===== config.mk =====
export PLATFORM = sky130hd
export DESIGN_NAME = cnn_div_seq_22ns_12ns
export DESIGN_NICKNAME = d
export VERILOG_FILES = /design/src/rtl/cnn_div_seq_22ns_12ns.sv
export SDC_FILE = /design/constraint.sdc
export NUM_CORES = 1
export LEC_CHECK = 0
export BUFFER_PORTS_ARGS = -buffer_cell sky130_fd_sc_hd__buf_2
export CAP_MARGIN = 30
export CORE_MARGIN = 1.5
export CORE_UTILIZATION = 45
export CTS_CLUSTER_SIZE = 20
export DETAILED_ROUTE_END_ITERATION = 16
export PLACE_DENSITY = 0.74
export SYNTH_ARGS = -nofsm -noshare
export SYNTH_HDL_FRONTEND = slang
export SYNTH_SLANG_ARGS = --single-unit

===== constraint.sdc =====
create_clock -name clk -period 2.9 [get_ports clk]
set_clock_uncertainty 0.05 [all_clocks]
set_input_delay 0.145 -clock clk [delete_from_list [all_inputs] [get_ports clk]]
set_output_delay 0.145 -clock clk [all_outputs]
set_load 0.01 [all_outputs]

===== src/rtl/cnn_div_seq_22ns_12ns.sv =====
// Sequential unsigned radix-2 restoring divider: one quotient bit per enabled clock.
// Valid/ready on both sides, single division in flight, result held until consumed.
module cnn_div_seq_22ns_12ns #(
    parameter int unsigned DIVIDEND_WIDTH = 22,
    parameter int unsigned DIVISOR_WIDTH  = 12
) (
    input  logic                      clk,
    input  logic                      reset_n,
    input  logic                      ce,
    input  logic                      in_valid,
    output logic                      in_ready,
    input  logic [DIVIDEND_WIDTH-1:0] dividend,
    input  logic [DIVISOR_WIDTH-1:0]  divisor,
    output logic                      out_valid,
    input  logic                      out_ready,
    output logic [DIVIDEND_WIDTH-1:0] quotient,
    output logic [DIVISOR_WIDTH-1:0]  remainder,
    output logic                      div_by_zero
);

    localparam int unsigned CntW = $clog2(DIVIDEND_WIDTH);
    localparam logic [CntW-1:0] LastCnt = CntW'(DIVIDEND_WIDTH - 1);

    typedef enum logic [1:0] {StIdle, StCalc, StDone} state_e;

    state_e                    state_q;
    logic [CntW-1:0]           cnt_q;
    logic [DIVIDEND_WIDTH-1:0] q_q;
    logic [DIVISOR_WIDTH-1:0]  r_q;
    logic [DIVISOR_WIDTH-1:0]  d_q;
    logic [DIVIDEND_WIDTH-1:0] quotient_q;
    logic [DIVISOR_WIDTH-1:0]  remainder_q;
    logic                      dbz_q;

    logic [DIVISOR_WIDTH:0]    rem_wide;
    logic                      trial_ok;
    logic [DIVISOR_WIDTH-1:0]  r_next;
    logic [DIVIDEND_WIDTH-1:0] q_next;

    // The restored partial remainder is always < divisor, so r_q needs only DIVISOR_WIDTH
    // bits; the shifted value carries the extra bit for the trial subtraction.
    always_comb begin
        rem_wide = {r_q, q_q[DIVIDEND_WIDTH-1]};
        trial_ok = (rem_wide >= {1'b0, d_q});
        r_next   = trial_ok ? (rem_wide[DIVISOR_WIDTH-1:0] - d_q) : rem_wide[DIVISOR_WIDTH-1:0];
        q_next   = {q_q[DIVIDEND_WIDTH-2:0], trial_ok};
    end

    always_ff @(posedge clk or negedge reset_n) begin
        if (!reset_n) begin
            state_q     <= StIdle;
            cnt_q       <= '0;
            q_q         <= '0;
            r_q         <= '0;
            d_q         <= '0;
            quotient_q  <= '0;
            remainder_q <= '0;
            dbz_q       <= 1'b0;
        end else if (ce) begin
            unique case (state_q)
                StIdle: begin
                    if (in_valid) begin
                        if (divisor == '0) begin
                            quotient_q  <= '1;
                            remainder_q <= '0;
                            dbz_q       <= 1'b1;
                            state_q     <= StDone;
                        end else begin
                            q_q     <= dividend;
                            r_q     <= '0;
                            d_q     <= divisor;
                            cnt_q   <= '0;
                            state_q <= StCalc;
                        end
                    end
                end
                StCalc: begin
                    q_q   <= q_next;
                    r_q   <= r_next;
                    cnt_q <= cnt_q + CntW'(1);
                    if (cnt_q == LastCnt) begin
                        quotient_q  <= q_next;
                        remainder_q <= r_next;
                        dbz_q       <= 1'b0;
                        state_q     <= StDone;
                    end
                end
                StDone: begin
                    if (out_ready) state_q <= StIdle;
                end
                default: state_q <= StIdle;
            endcase
        end
    end

    assign in_ready    = (state_q == StIdle) && ce;
    assign out_valid   = (state_q == StDone);
    assign quotient    = quotient_q;
    assign remainder   = remainder_q;
    assign div_by_zero = dbz_q;

endmodule

==> results of run 1 <==
[worst min-delay path by stage]
stage / startpoint / endpoint / slack (ns) / depth (start not counted)
floorplan: reset_n / cnt_q[0]$_DFFE_PN0P_ / -0.20 / 0
global placement: divisor[7] / d_q[7]$_DFFE_PN0P_ / 0.32 / 3
detailed placement: reset_n / quotient[14]$_DFFE_PN0P_ / 0.09 / 1
CTS: dividend[20] / q_q[20]$_DFFE_PN0P_ / 0.001 / 3
global route: dividend[8] / q_q[8]$_DFFE_PN0P_ / 0.007 / 3
finish: dividend[20] / q_q[20]$_DFFE_PN0P_ / 0.01 / 3
[area by class of cell]
cell class,instances,area [sq um],share of cell area
Clock buffer,10,128,0.0233
Inverter,18,67.6,0.0123
Clock inverter,6,67.6,0.0123
Multi-Input combinational cell,358,2110,0.385
Tap cell,133,166,0.0304
Sequential cell,88,2200,0.402
Timing Repair Buffer,111,738,0.135
[cell families (layout without fill, tap and decap cells)]
| group | Yosys count | in the layout | synth area share |
|---|---|---|---|
| adders and majority gates | 15 | 15 | 0.0437 |
| buffers and inverters | 46 | 145 | 0.0409 |
| xor gates and xnor gates | 11 | 11 | 0.0216 |
| and+or+nand+nor | 197 | 197 | 0.182 |
| DFF | 88 | 88 | 0.493 |
| AOI/OAI and AO/OA | 123 | 123 | 0.188 |
| muxes | 12 | 12 | 0.0300 |
[through the flow]
stage          instances  hold slack, ns  total power, uW  instance area (sq um)  utilization
6_report             724          0.0132             6130                   5480        0.566
5_1_grt              724         0.00735             6640                   5480        0.566
4_1_cts              724         0.00107             6150                   5480        0.566
3_5_place_dp         680          0.0878             5250                   5000        0.517
3_3_place_gp         679           0.317             5110                   4980        0.514
2_1_floorplan        492          -0.201             4400                   4460            -
[sequential cells by signal, indices dropped and copies added, names as in the netlist]
register     cells
quotient        22
cnt_q            5
r_q             12
d_q             12
q_q             22
state_q          2
div_by_zero      1
remainder       12
[worst max-delay path, stage by stage, from the launching register on]
cell and delay, ns:
dfrtp_1 0.41, ha_1 0.40, a21o_1 0.24, a31oi_2 0.23, a211oi_1 0.17, a211oi_2 0.55
mux2_4 0.37, o31ai_2 0.16
[Yosys cell counts, types with 2 or more instances]
master / n
nand3_1: 4
nor2b_1: 3
mux2_2: 3
nand2b_1: 3
a21o_1: 5
o21ai_1: 3
nand4_1: 2
buf_2: 2
o31ai_2: 7
nor2_1: 55
o21a_1: 2
a2bb2oi_1: 2
a211oi_2: 2
o21ai_0: 48
nor3_1: 6
a21oi_1: 9
o2111ai_1: 2
inv_1: 18
mux2i_1: 7
a32oi_1: 2
xnor2_1: 2
clkbuf_1: 21
o31ai_1: 5
xor2_1: 9
mux2_4: 2
buf_1: 4
o21bai_1: 2
nand2_1: 112
dfrtp_1: 88
ha_1: 14
a31oi_1: 23
nor4_1: 3
[power groups by stage]
stage	logic, uW	clock network, uW	registers (uW)
floorplan	2260	0	2140
global placement	3010	0	2100
detailed placement	3120	0	2140
CTS	3160	877	2110
global route	3540	923	2180
finish	3160	856	2110
[layer usage]
layer / wire length [microns] / vias to the layer above / GRT usage / part of all wire
met3: 530 / 18 / 0.0285 / 0.050
met1: 4760 / 1844 / 0.289 / 0.45
li1: - / 1872 / - / -
met2: 5200 / 105 / 0.347 / 0.49
met4: 140 / 0 / 0.0759 / 0.013
met5: 0 / - / 0 / 0
==> results_dict.tcl, run 1 <==
set metrics [dict create \
    drt-total-wl_microns 10600 \
    layout_commonest_cell "nand2_1" \
    start_util 0.461 \
    rr_worst_depth 7 \
    slew_violations 0 \
    io_pins 76 \
    status "complete, no violations" \
    cts_htree_levels 3 \
    timing.final.crit_share 0.923 \
    timing.rr.start "r_q[3]$_DFFE_PN0P_" \
    async_flop_share 1.00 \
    grt_max_degree 57 \
    dieArea_sq_mm 0.0105 \
    synth_edf_count 0 \
    synth_area_leaders "dfrtp_1, nand2_1, o21ai_0" \
    intPower_uw 3420 \
    chipHeight_microns 103 \
    first_pass_iters 5 \
    insertion_delay_ns 0.35 \
    maxCapViolCount 0 \
    cp.arrival_ns 2.89 \
    cts_root_buf "clkbuf_8" \
    crit_type "reg2reg" \
    vias_per_cell 5.30 \
    port_buffers 75 \
    rsz0062_at_grt "false" \
    globalRouteOverflowTotal 0 \
    p_leak_uw 0.00263 \
    row_count 36 \
    fin_tns_setup_ns 0 \
    synth_cells 492 \
    cts_resized 0 \
    critical_path.endpoint "remainder[0]$_DFFE_PN0P_" \
    cts_sinks 88 \
    ys_ff_latch 88 \
    power_frac_comb 0.516 \
    r2r_slack_ns 0.22 \
    r2r_end "remainder[0]$_DFFE_PN0P_" \
    fmax_mhz 374 \
    grt_pass1_vias 3623 \
    yosys_warnings 0 \
    post-cts-setup-buffers 0 \
    synth.top_cell.area_share 0.493 \
    max_slew_margin 0.419 \
    hp-class "in2reg" \
    hold_viol 0 \
    finalCriticalPeriod_ns 2.68 \
    ant_nets 0 \
    fp.coreArea_sq_mm 0.00968 \
    vias 3839 \
    switchingPower_uw 2710 \
    diodes 0 \
    syn_avg_cell_area_sq_um 9.07 \
    nets 640 \
    clockPowerShare 0.140 \
    hold_buffers 28 \
    p_per_area_mw_per_mm2 1120 \
    tightest_slew_ns 0.865 \
    final_cell_mix "nand2_1, dfrtp_1, buf_2" \
    synth-seq-area-share 0.493 \
    routedWlPerCell_microns 14.7 \
    grt_pass1_wl_microns 17400 \
    cts_tree "built" \
    drive_gt1_frac 0.210 \
    seq_power_share 0.344 \
    syn_nets 546 \
    gp_congestion 0.886 \
    cts_buffer_depth 2 \
    synth_top_area_cell "dfrtp_1" \
    hpwl_microns 7370 \
    numCtsBuffers 9 \
    finalSetupViolCount 0 \
    setup_ws_ns 0.225 \
    synth_cell_type_count 54 \
    path_clk_slew_ns 0.09 \
    swShare 0.441 \
    worstSetupEndpointType "flip-flop" \
    gr-usage-all-layers 0.212 \
    synthesis.area_sq_mm 0.00446 \
    fillerInstances 847 \
    crit_required_ns 3.11 \
    peakVddDrop_mv 0.886 \
    grt_antenna_before_repair 0 \
    drc_errors 0 \
    drt_iter0_drc 226 \
    startpoint "r_q[3]$_DFFE_PN0P_" \
    worstSetupStartpointType "flip-flop" \
    area.growth.synth_to_final_pct 22.8 \
    ys.flop_type "dfrtp_1" \
    fp.dieW_microns 103 \
    cp_max_fo 7 \
    pre_cts_ws_ns 0.244 \
]
Power figures use the tool's default switching activity.
==> inputs of run 2 (changes only) <==
--- a/config.mk
+++ b/config.mk
@@ -12,6 +12,7 @@
 export CTS_CLUSTER_SIZE = 20
 export DETAILED_ROUTE_END_ITERATION = 16
 export PLACE_DENSITY = 0.74
+export SKIP_LAST_GASP = 1
 export SYNTH_ARGS = -nofsm -noshare
 export SYNTH_HDL_FRONTEND = slang
 export SYNTH_SLANG_ARGS = --single-unit
==> constraint.sdc (replaced) <==
create_clock -name clk -period 2.9 [get_ports clk]
set_clock_uncertainty 0.05 [all_clocks]
set_input_delay 0.29 -clock clk [delete_from_list [all_inputs] [get_ports clk]]
set_output_delay 0.29 -clock clk [all_outputs]
set_load 0.01 [all_outputs]
==> results_dict.tcl, run 2 (synthesis results as in run 1) <==
set metrics [dict create \
    start_util 0.461 \
    fillerInstances 884 \
    cts_buffer_depth 2 \
    layout_commonest_cell "nand2_1" \
    rsz0062_at_grt "false" \
    port_buffers 75 \
    globalRouteOverflowTotal 0 \
    final_cell_mix "nand2_1, dfrtp_1, buf_2" \
    worstSetupEndpointType "flip-flop" \
    hp-class "in2reg" \
    vias 3709 \
    post-cts-setup-buffers 0 \
    crit_slowest_cell "a211oi_2" \
    cpPeakStageDelay_ns 0.55 \
    p_per_area_mw_per_mm2 1180 \
    chipHeight_microns 103 \
    seq_power_share 0.343 \
    cts_tree "built" \
    timing.rr.start "r_q[3]$_DFFE_PN0P_" \
    post-route-util 0.541 \
    cp_num_buf_inv 0 \
    min_from "divisor[2]" \
    numCtsBuffers 9 \
    power_frac_comb 0.505 \
    finalNonFillerCells 697 \
    finalCriticalPeriod_ns 2.69 \
    startpoint "r_q[3]$_DFFE_PN0P_" \
    clockPowerShare 0.152 \
    hpwl_microns 7430 \
    cts_htree_levels 3 \
    path_cells "ha_1 -> a21o_1 -> a31oi_2 -> a211oi_1 -> a211oi_2 -> mux2_4 -> o31ai_2" \
    multi_input_area_sq_mm 0.00211 \
    crit_required_ns 3.12 \
    swShare 0.435 \
    gr-usage-all-layers 0.208 \
    fin_tns_setup_ns 0 \
    p_leak_uw 0.00253 \
    diodes 0 \
    first_pass_iters 5 \
    grt_antenna_before_repair 0 \
    drt_iter0_drc 246 \
    crit_type "reg2reg" \
    setup_ws_ns 0.210 \
    seqCellArea_sq_mm 0.00220 \
    tightest_slew_ns 0.881 \
    finalSetupViolCount 0 \
    cts_root_buf "clkbuf_8" \
    drt-total-wl_microns 10200 \
    hold_viol 0 \
    gp_congestion 0.886 \
    worstSetupStartpointType "flip-flop" \
    maxCapViolCount 0 \
    fp.coreArea_sq_mm 0.00968 \
    insertion_delay_ns 0.37 \
    area.growth.synth_to_final_pct 17.4 \
    routedWlPerCell_microns 14.6 \
    max_slew_margin 0.408 \
    grt_max_degree 57 \
    peakVddDrop_mv 0.704 \
    ant_nets 0 \
    nets 614 \
    switchingPower_uw 2680 \
    cts_sinks 88 \
    io_pins 76 \
    vias_per_cell 5.32 \
    drive_gt1_frac 0.222 \
    pre_cts_ws_ns 0.264 \
    slew_violations 0 \
    cp_max_fo 7 \
    cp.arrival_ns 2.91 \
    dieArea_sq_mm 0.0105 \
    status "complete, no violations" \
    placed_cells 681 \
    crit_family "compound AO/OA/AOI/OAI gates" \
    fmax_mhz 372 \
    intPower_uw 3480 \
    grt_pass1_vias 3579 \
    path_clk_slew_ns 0.09 \
    drc_errors 0 \
    grt_pass1_wl_microns 17000 \
    fp.dieW_microns 103 \
    timing.final.crit_share 0.927 \
    row_count 36 \
]
## run 2: cell types whose count changed in the layout (fill, tap and decap cells not counted)
cell           previous run  this run
dlygate4sd3_1            28         1
bufinv_16                 1         2
clkinv_2                  1         0
clkbuf_1                  1         0
buf_4                     8         9
## run 2: what timing repair did
item | CTS | global route
hold buffers | 1 | 0
endpoints found under the hold margin | 34 | 0
resized for setup | 0 | 0
## run 2: cell type report
| cell class | count | share of cell area |
|---|---|---|
| Clock buffer | 9 | 0.0236 |
| Clock inverter | 6 | 0.0177 |
| Inverter | 18 | 0.0129 |
| Multi-Input combinational cell | 358 | 0.403 |
| Sequential cell | 88 | 0.420 |
| Tap cell | 133 | 0.0318 |
| Timing Repair Buffer | 85 | 0.0908 |
## run 2: metal layers
layer  up-vias  wire length (microns)  track usage  part of all wire
met5         -                      0            0                 0
met4         0                    249       0.0748             0.025
met2        86                   4910        0.336              0.48
met3        19                    421       0.0407             0.041
met1      1791                   4580        0.279              0.45
li1       1813                      -            -                 -
## run 2: final timing paths
check | slack, ns | endpoint | cells after the start
hold reg to reg | 0.43 | quotient[19]$_DFFE_PN0P_ | 2
setup reg to reg | 0.21 | r_q[0]$_DFFE_PN0P_ | 7
max in group asynchronous | 1.79 | state_q[1]$_DFFE_PN0P_ | 3
hold / removal | 0.10 | d_q[2]$_DFFE_PN0P_ | 3
min in group asynchronous | 0.37 | quotient[15]$_DFFE_PN0P_ | 2
setup / recovery | 0.21 | r_q[0]$_DFFE_PN0P_ | 7
## run 2: power groups by stage
stage | clock network [uW] | registers, uW | logic, uW
after floorplan | 0 | 2140 | 2260
after global placement | 0 | 2100 | 3020
after detailed placement | 0 | 2130 | 3120
after CTS | 961 | 2110 | 3130
after global routing | 1000 | 2190 | 3520
final | 938 | 2110 | 3120
## run 2: per-stage QoR
stage | total power [uW] | instance area, sq um | hold WS, ns
2_1_floorplan | 4400 | 4460 | -0.0556
3_3_place_gp | 5120 | 4980 | 0.411
3_5_place_dp | 5260 | 5010 | 0.233
4_1_cts | 6200 | 5240 | 0.0874
5_1_grt | 6700 | 5240 | 0.100
6_report | 6160 | 5240 | 0.103
## run 2: worst register-to-register path, cell delays in order (launching register included)
cell and delay [ns]:
dfrtp_1 0.41, ha_1 0.40, a21o_1 0.24, a31oi_2 0.23, a211oi_1 0.17, a211oi_2 0.55, mux2_4 0.36, o31ai_2 0.18
==> inputs of run 3 (changes only) <==
--- a/config.mk
+++ b/config.mk
@@ -7,6 +7,7 @@
 export LEC_CHECK = 0
 export BUFFER_PORTS_ARGS = -buffer_cell sky130_fd_sc_hd__buf_2
 export CAP_MARGIN = 30
+export CORE_ASPECT_RATIO = 0.9
 export CORE_MARGIN = 1.5
 export CORE_UTILIZATION = 45
 export CTS_CLUSTER_SIZE = 20
==> results_dict.tcl, run 3 (synthesis results as in run 1) <==
set metrics [dict create \
    layout_commonest_cell "nand2_1" \
    fin_tns_setup_ns 0 \
    fp.coreArea_sq_mm 0.00966 \
    fillerInstances 851 \
    cts_tree "built" \
    start_util 0.462 \
    drive_gt1_frac 0.223 \
    insertion_delay_ns 0.37 \
    timing.final.crit_share 0.916 \
    clockPowerShare 0.148 \
    cts_sinks 88 \
    area.growth.synth_to_final_pct 17.4 \
    rsz0062_at_grt "false" \
    grt_pass1_vias 3638 \
    hold_buffers 1 \
    seqCellArea_sq_mm 0.00220 \
    first_pass_iters 4 \
    gp_congestion 0.893 \
    io_pins 76 \
    finalNonFillerCells 691 \
    drt-total-wl_microns 10300 \
    cp_max_fo 13 \
    grt_max_degree 57 \
    fmax_mhz 377 \
    dieArea_sq_mm 0.0105 \
    vias_per_cell 5.29 \
    drc_errors 0 \
    final_cell_mix "nand2_1, dfrtp_1, buf_2" \
    rr_worst_depth 7 \
    crit_required_ns 3.07 \
    path_clk_slew_ns 0.09 \
    max_slew_margin 0.388 \
    multi_input_area_sq_mm 0.00211 \
    worstSetupEndpointType "flip-flop" \
    seq_power_share 0.341 \
    cp.arrival_ns 2.83 \
    cts_buffer_depth 2 \
    hpwl_microns 7400 \
    cts_htree_levels 3 \
    vias 3656 \
    tightest_slew_ns 0.912 \
    whs_endpoint "d_q[5]$_DFFE_PN0P_" \
    hold_depth 3 \
    slew_violations 0 \
    numCtsBuffers 9 \
    ant_nets 0 \
    placed_cells 674 \
    cts_root_buf "clkbuf_8" \
    worstSetupStartpointType "flip-flop" \
    worst_hold_slack_ns 0.0987 \
    port_buffers 75 \
    r2r_end "remainder[7]$_DFFE_PN0P_" \
    drt_iter0_drc 209 \
    grt_antenna_before_repair 0 \
    routedWlPerCell_microns 14.9 \
    peakVddDrop_mv 0.731 \
    hp-class "in2reg" \
    globalRouteOverflowTotal 0 \
    p_leak_uw 0.00254 \
    fp.dieW_microns 108 \
    cts_resized 0 \
    intPower_uw 3450 \
    swShare 0.441 \
    grt_pass1_wl_microns 18000 \
    power_frac_comb 0.511 \
    row_count 34 \
    finalCriticalPeriod_ns 2.66 \
    crit_type "reg2reg" \
    r2r_slack_ns 0.24 \
    timing.rr.start "r_q[9]$_DFFE_PN0P_" \
    finalSetupViolCount 0 \
    hold_viol 0 \
    min_from "divisor[5]" \
    nets 614 \
    post-cts-setup-buffers 0 \
    p_per_area_mw_per_mm2 1180 \
    status "complete, no violations" \
    chipHeight_microns 97.5 \
    diodes 0 \
    gr-usage-all-layers 0.216 \
    switchingPower_uw 2730 \
    maxCapViolCount 0 \
]
run 3: metal layers:
metal | part of all wire | track usage | vias up
li1 | - | - | 1821
met1 | 0.47 | 0.306 | 1749
met2 | 0.47 | 0.337 | 70
met3 | 0.037 | 0.0369 | 16
met4 | 0.021 | 0.0709 | 0
met5 | 0 | 0 | -
run 3: worst max path at each step:
| stage | depth (start not counted) | end | startpoint |
|---|---|---|---|
| 2_1_floorplan | 8 | r_q[0]$_DFFE_PN0P_ | r_q[3]$_DFFE_PN0P_ |
| 3_3_place_gp | 7 | r_q[0]$_DFFE_PN0P_ | r_q[3]$_DFFE_PN0P_ |
| 3_5_place_dp | 7 | remainder[0]$_DFFE_PN0P_ | r_q[3]$_DFFE_PN0P_ |
| 4_1_cts | 7 | remainder[0]$_DFFE_PN0P_ | r_q[3]$_DFFE_PN0P_ |
| 5_1_grt | 7 | r_q[1]$_DFFE_PN0P_ | r_q[9]$_DFFE_PN0P_ |
| 6_report | 7 | remainder[7]$_DFFE_PN0P_ | r_q[9]$_DFFE_PN0P_ |
run 3: critical path: stages, from the launching register on:
cell and delay (ns):
dfrtp_1 0.42, ha_1 0.39, nand2_1 0.13, or2_1 0.27, o41ai_4 0.47, a211o_4 0.28
mux2i_1 0.34, o21ai_0 0.17
run 3: power groups by stage:
stage | sequential [uW] | combinational, uW | clock, uW
6_report | 2110 | 3160 | 913
3_5_place_dp | 2130 | 3150 | 0
4_1_cts | 2110 | 3160 | 929
3_3_place_gp | 2110 | 3020 | 0
5_1_grt | 2190 | 3540 | 977
2_1_floorplan | 2140 | 2260 | 0
run 3: layout make-up:
cell class,count,share of cell area
clock buffer,10,0.0263
clock inverter,6,0.0138
inverter,18,0.0129
multi-input combinational,358,0.403
sequential,88,0.420
tap,126,0.0301
timing repair buffer,85,0.0938
run 3: metrics by stage:
stage                     setup slack (ns)  cell area (sq um)  power (uW)  utilization
after floorplan                      0.505               4460        4400            -
after global placement               0.373               4980        5120        0.516
after detailed placement             0.257               5020        5280        0.520
after CTS                            0.241               5240        6200        0.543
after global routing                0.0818               5240        6710        0.543
final                                0.244               5240        6180        0.543
